[config.mk]
export PLATFORM = sky130hd
export DESIGN_NAME = regfile_write_arbiter_flat
export DESIGN_NICKNAME = d
export VERILOG_FILES = /design/src/rtl/regfile_arb_pkg.sv /design/src/rtl/regfile_write_arbiter_if.sv /design/src/rtl/rr_arbiter.sv /design/src/rtl/regfile_write_arbiter.sv /design/src/flat_wrapper.sv
export SDC_FILE = /design/constraint.sdc
export NUM_CORES = 1
export LEC_CHECK = 0
export ABC_AREA = 1
export ABC_CLOCK_PERIOD_IN_PS = 3600
export BUFFER_PORTS_ARGS = -buffer_cell sky130_fd_sc_hd__buf_2
export CORE_AREA = 2 2 98 100
export DETAILED_ROUTE_END_ITERATION = 6
export DIE_AREA = 0 0 100 102
export GPL_TIMING_DRIVEN = 0
export PLACE_DENSITY = 0.83
export SLEW_MARGIN = 10
export SYNTH_ARGS = -nofsm -noshare
export SYNTH_HDL_FRONTEND = slang
export SYNTH_SLANG_ARGS = --single-unit
export TNS_END_PERCENT = 100
[constraint.sdc]
create_clock -name clk -period 3.6 [get_ports clk]
set_input_delay 1.08 -clock clk [delete_from_list [all_inputs] [get_ports clk]]
set_output_delay 1.08 -clock clk [all_outputs]
set_load 0.01 [all_outputs]
[src/rtl/regfile_arb_pkg.sv]
// Shared widths and constants for the register-file write arbiter.
package regfile_arb_pkg;

    localparam int RF_DATA_W = 32;
    localparam int RF_ADDR_W = 5;

    // Register 0 is hardwired; writes to it are consumed but never issued.
    localparam int ZERO_REG = 0;

endpackage

[src/rtl/regfile_write_arbiter_if.sv]
// Requester-side bundle: per-requester valid/addr/data and the one-hot ready.
interface regfile_write_arbiter_if
    import regfile_arb_pkg::*;
#(
    parameter int N_REQ  = 3,
    parameter int DATA_W = RF_DATA_W,
    parameter int ADDR_W = RF_ADDR_W
);
    logic [N_REQ-1:0]        req_valid;
    logic [N_REQ*ADDR_W-1:0] req_addr;
    logic [N_REQ*DATA_W-1:0] req_data;
    logic [N_REQ-1:0]        req_ready;

    modport master (output req_valid, output req_addr, output req_data, input req_ready);
    modport slave  (input req_valid, input req_addr, input req_data, output req_ready);
endinterface

[src/rtl/rr_arbiter.sv]
// Combinational round-robin pick: first set request searching cyclically from ptr.
module rr_arbiter #(
    parameter int N  = 3,
    parameter int IW = $clog2(N)
) (
    input  logic [N-1:0]  req,
    input  logic [IW-1:0] ptr,
    output logic [N-1:0]  grant,
    output logic [IW-1:0] idx,
    output logic          any
);
    int            pos;
    logic [IW-1:0] pos_i;

    always_comb begin
        grant = '0;
        idx   = '0;
        any   = 1'b0;
        pos   = 0;
        pos_i = '0;
        for (int k = 0; k < N; k++) begin
            pos = int'(ptr) + k;
            if (pos >= N) pos = pos - N;
            pos_i = IW'(pos);
            if (!any && req[pos_i]) begin
                any = 1'b1;
                idx = pos_i;
            end
        end
        if (any) grant[idx] = 1'b1;
    end

endmodule

[src/rtl/regfile_write_arbiter.sv]
// Round-robin sharing of the register file write port, with a registered
// write stage, saturating write counter and read-hazard flags for decode.
module regfile_write_arbiter
    import regfile_arb_pkg::*;
#(
    parameter int N_REQ  = 3,
    parameter int DATA_W = RF_DATA_W,
    parameter int ADDR_W = RF_ADDR_W,
    parameter int CNT_W  = 16
) (
    input  logic                 clk,
    input  logic                 reset,
    regfile_write_arbiter_if.slave req,
    input  logic                 hold,
    input  logic [ADDR_W-1:0]    rd_addr1,
    input  logic [ADDR_W-1:0]    rd_addr2,
    output logic                 hazard1,
    output logic                 hazard2,
    output logic                 rf_we,
    output logic [ADDR_W-1:0]    rf_waddr,
    output logic [DATA_W-1:0]    rf_wdata,
    output logic [CNT_W-1:0]     write_count
);
    localparam int IW = $clog2(N_REQ);

    logic [N_REQ-1:0]  arb_req;
    logic [N_REQ-1:0]  grant;
    logic [IW-1:0]     gnt_idx;
    logic              gnt_any;
    logic [ADDR_W-1:0] gnt_addr;
    logic [DATA_W-1:0] gnt_data;

    logic [IW-1:0]     ptr_q, ptr_d;
    logic              rf_we_q, rf_we_d;
    logic [ADDR_W-1:0] rf_waddr_q, rf_waddr_d;
    logic [DATA_W-1:0] rf_wdata_q, rf_wdata_d;
    logic [CNT_W-1:0]  cnt_q, cnt_d;

    // Ready is independent of the output stage so grants can stream every cycle.
    assign arb_req = hold ? '0 : req.req_valid;

    rr_arbiter #(.N(N_REQ), .IW(IW)) u_rr_arbiter (
        .req   (arb_req),
        .ptr   (ptr_q),
        .grant (grant),
        .idx   (gnt_idx),
        .any   (gnt_any)
    );

    assign req.req_ready = grant;

    always_comb begin
        gnt_addr = '0;
        gnt_data = '0;
        for (int i = 0; i < N_REQ; i++) begin
            if (grant[i]) begin
                gnt_addr = req.req_addr[i*ADDR_W +: ADDR_W];
                gnt_data = req.req_data[i*DATA_W +: DATA_W];
            end
        end
    end

    always_comb begin
        ptr_d      = ptr_q;
        rf_we_d    = 1'b0;
        rf_waddr_d = rf_waddr_q;
        rf_wdata_d = rf_wdata_q;
        if (gnt_any) begin
            ptr_d      = (gnt_idx == IW'(N_REQ - 1)) ? '0 : gnt_idx + 1'b1;
            rf_we_d    = (gnt_addr != ADDR_W'(ZERO_REG));
            rf_waddr_d = gnt_addr;
            rf_wdata_d = gnt_data;
        end
        cnt_d = (rf_we_q && (cnt_q != '1)) ? cnt_q + 1'b1 : cnt_q;
    end

    always_ff @(posedge clk) begin
        if (reset) begin
            ptr_q      <= '0;
            rf_we_q    <= 1'b0;
            rf_waddr_q <= '0;
            rf_wdata_q <= '0;
            cnt_q      <= '0;
        end else begin
            ptr_q      <= ptr_d;
            rf_we_q    <= rf_we_d;
            rf_waddr_q <= rf_waddr_d;
            rf_wdata_q <= rf_wdata_d;
            cnt_q      <= cnt_d;
        end
    end

    // A source is hazardous while any valid requester targets it or it sits in the write stage.
    always_comb begin
        hazard1 = 1'b0;
        hazard2 = 1'b0;
        for (int i = 0; i < N_REQ; i++) begin
            if (req.req_valid[i]) begin
                if (req.req_addr[i*ADDR_W +: ADDR_W] == rd_addr1) hazard1 = 1'b1;
                if (req.req_addr[i*ADDR_W +: ADDR_W] == rd_addr2) hazard2 = 1'b1;
            end
        end
        if (rf_we_q && (rf_waddr_q == rd_addr1)) hazard1 = 1'b1;
        if (rf_we_q && (rf_waddr_q == rd_addr2)) hazard2 = 1'b1;
        if (rd_addr1 == ADDR_W'(ZERO_REG)) hazard1 = 1'b0;
        if (rd_addr2 == ADDR_W'(ZERO_REG)) hazard2 = 1'b0;
    end

    assign rf_we       = rf_we_q;
    assign rf_waddr    = rf_waddr_q;
    assign rf_wdata    = rf_wdata_q;
    assign write_count = cnt_q;

endmodule

[src/flat_wrapper.sv]
// flat-port wrapper written by rule: the top's interface ports become plain ports
module regfile_write_arbiter_flat import regfile_arb_pkg::*;
#(
    parameter int N_REQ  = 3,
    parameter int DATA_W = RF_DATA_W,
    parameter int ADDR_W = RF_ADDR_W,
    parameter int CNT_W  = 16
)
  (clk, reset, hold, rd_addr1, rd_addr2, hazard1, hazard2, rf_we, rf_waddr, rf_wdata, write_count, req_req_valid, req_req_addr, req_req_data, req_req_ready);
  regfile_write_arbiter_if #(.N_REQ(N_REQ), .DATA_W(DATA_W), .ADDR_W(ADDR_W)) req_i ();
  input  logic clk;
  input  logic reset;
  input  logic hold;
  input  logic [ADDR_W-1:0] rd_addr1;
  input  logic [ADDR_W-1:0] rd_addr2;
  output logic hazard1;
  output logic hazard2;
  output logic rf_we;
  output logic [ADDR_W-1:0] rf_waddr;
  output logic [DATA_W-1:0] rf_wdata;
  output logic [CNT_W-1:0] write_count;
  input wire logic [$bits(req_i.req_valid)-1:0] req_req_valid;
  input wire logic [$bits(req_i.req_addr)-1:0] req_req_addr;
  input wire logic [$bits(req_i.req_data)-1:0] req_req_data;
  output wire logic [$bits(req_i.req_ready)-1:0] req_req_ready;
  assign req_i.req_valid = req_req_valid;
  assign req_i.req_addr = req_req_addr;
  assign req_i.req_data = req_req_data;
  assign req_req_ready = req_i.req_ready;
  regfile_write_arbiter #(.N_REQ(N_REQ), .DATA_W(DATA_W), .ADDR_W(ADDR_W), .CNT_W(CNT_W)) u_core (.clk(clk), .reset(reset), .req(req_i), .hold(hold), .rd_addr1(rd_addr1), .rd_addr2(rd_addr2), .hazard1(hazard1), .hazard2(hazard2), .rf_we(rf_we), .rf_waddr(rf_waddr), .rf_wdata(rf_wdata), .write_count(write_count));
endmodule
==> impl_metrics.ini <==
[sta]
setup_tns_ns = 0
fin_skew_ns = 0.00343
hold_slack_ns = 0.471
max-slew-margin-rel_pct = 49.9
finalHoldViolations = 0
final_max_slew_viol_count = 0
fin_crit_ns = 3.49
period_share_pct = 96.8
setup_viol = 0
rsz0062_at_grt = yes
max_freq_mhz = 287
worst_pin_slew_ns = 0.751

[critical_path]
cp.arrival_ns = 2.41
path_max_fanout = 10
worstPathCellList = buf_2 -> inv_4 -> nand2_1 -> nand2_1 -> nand3_1 -> a31oi_1 -> nand2_2 -> nor2_4 -> nand2_2 -> inv_4 -> buf_6 -> buf_2
r2r_slack_ns = 1.29
startpoint_type = primary input
worstSetupPathType = in2out
endpoint_kind = primary output
cp.required_ns = 2.52
critical_path.top_delay_family = simple AND/OR/NAND/NOR gates
slowest_delay_ns = 0.17
path_buf_inv = 5
cp_slowest_cell = a31oi_1

[drt]
ant_nets = 0
routed-via-count = 4280
wl_um = 11500
wl_per_cell_um = 14.2
firstDrtPassIters = 4
drt_iter0_markers = 155
via_per_inst = 5.27
drc = 0

[floorplan]
initial_core_util_pct = 40.4
pin_count = 186
coreArea_mm2 = 0.00911
num_rows = 35
die_h_um = 102
dieWidth_um = 100
dieArea_mm2 = 0.0102

[cts]
clock_sinks = 56
cts_tree = built
clk_path_buf_depth = 2
root_buffer = clkbuf_8
path_clk_slew_ns = 0.10
holdBufCountCts = 0
cts_buffers = 5
htree_levels = 2
insertion_delay_ns = 0.31

[grt]
met2_usage_pct = 40.2
grt_pass1_wl_um = 18100
antenna_found_initial = 0
grt.busiest_layer = met2
track_usage_pct = 21.8
met1_usage_pct = 26.0
grt_pass1_vias = 3924
grt.overflow.total = 0
met3_usage_pct = 4.04
grt_start_max_net_pins = 16

[cells_and_area]
antenna_cells = 0
finalCoreUtilization_pct = 53.4
area_growth_syn_to_layout_pct = 32.2
fin_cells = 812
final_nets = 830
final_cell_mix = buf_2 (186), nand2_1 (172), dfxtp_1 (56)
n_fill_cell = 900
final_common_cell = buf_2
drive_above_1_share_pct = 37.9

[synth]
avgSynthCellArea_um2 = 7.26
yosysTopAreaCell = dfxtp_1
synth.top_cell.area_share_pct = 30.5
netlist_top_cells_area = dfxtp_1 (30%), nand2_1 (18%), a41oi_2 (14%)
yosys_warnings = 0
synth-edff-count = 0
synth_nets = 637
ys_ff_latch = 56
ys.flop_type = dfxtp_1
seq_area_frac_synth_pct = 30.5
synth_area_mm2 = 0.00368
synth_cells = 507
synth.distinct_cells = 41
synthArstFlopShare_pct = 0

[hold_path]
hold_path_class = reg2reg

[outcome]
status = complete, no violations

[place]
place_congestion = 0.954
io_buffers = 182
place_inst = 800
hpwl_um = 9190

[power_and_ir_drop]
p_leak_uw = 0.00219
irDropWorstVdd_v = 0.000444
powerDensity_mw_per_mm2 = 742

[run]
maxCapViolations = 0
## worst min-delay path, stage by stage, from the launching register on
cell     delay, ns
dfxtp_1       0.33
inv_1         0.05
a21oi_1       0.05
## final cells by class
type,instances,area [µm²],area share [%]
repair buffers,187,948,19.5
well taps,111,139,2.85
multi-input cells,378,2230,45.8
flip-flops and latches,56,1120,23.0
inverters,50,193,3.96
plain buffers,22,145,2.98
clock buffers,8,90.1,1.85
## metrics by stage
stage	setup slack, ns	cell area [µm²]	power [µW]
4_1_cts	0.00270	4830	3590
3_5_place_dp	-0.106	4730	3200
3_3_place_gp	-0.0979	4730	3160
2_1_floorplan	0.389	3680	2510
6_report	0.115	4870	3610
5_1_grt	-0.0117	4870	3930
## registers in the layout (all words and copies together), names as in the netlist
signal / count
u_core.ptr_q: 2
u_core.rf_waddr: 5
u_core.rf_wdata: 32
u_core.rf_we: 1
u_core.write_count: 16
## worst paths after layout
kind | cells after the start | start | to
worst max-delay path | 12 | hold | req_req_ready[0]
worst min register to register | 2 | u_core.write_count[4] | u_core.write_count[4]
worst min-delay path | 2 | u_core.write_count[4] | u_core.write_count[4]
worst max register to register | 15 | u_core.ptr_q[0] | u_core.rf_wdata[31]
## power breakdown
| group | leakage [µW] | total (µW) | switching, µW | internal, µW |
|---|---|---|---|---|
| clock network | 0.0000455 | 363 | 205 | 158 |
| logic | 0.00168 | 2350 | 1440 | 917 |
| registers | 0.000461 | 895 | 95.4 | 799 |
| total | 0.00219 | 3610 | 1740 | 1870 |
## metal layers
layer | up-vias | wire [µm]
met4 | 0 | 211
li1 | 2125 | -
met3 | 16 | 754
met1 | 1978 | 4740
met2 | 161 | 5830
met5 | - | 0
## synthesized netlist by cell type, drive strengths merged (9+ instances only)
cell type and count:
inv 49, buf 16, o21ai 19, a41oi 34, dfxtp 56, nand2 180, nand3 40, nor2 21
a221oi 13, o22ai 12, a21oi 23, nor3 9
## cells by family (layout without fill, tap and decap cells)
group                    count (synthesis)  after routing  share of synthesized area (%)
AND/OR/NAND/NOR                        261            261                           30.4
adder cells (fa/ha/maj)                  3              3                           1.02
buffers and inverters                   73            267                           9.24
AO/OA/AOI/OAI                          106            106                           27.0
XOR/XNOR                                 8              8                           1.90
flip-flops                              56             56                           30.5
## repair_timing
action | CTS | global route
resized for setup | 2 | 3
endpoints found under the setup margin | 2 | 2
pin swaps | 0 | 2
setup buffers | 1 | 4
cloned | 0 | 0
Power figures use the tool's default switching activity.
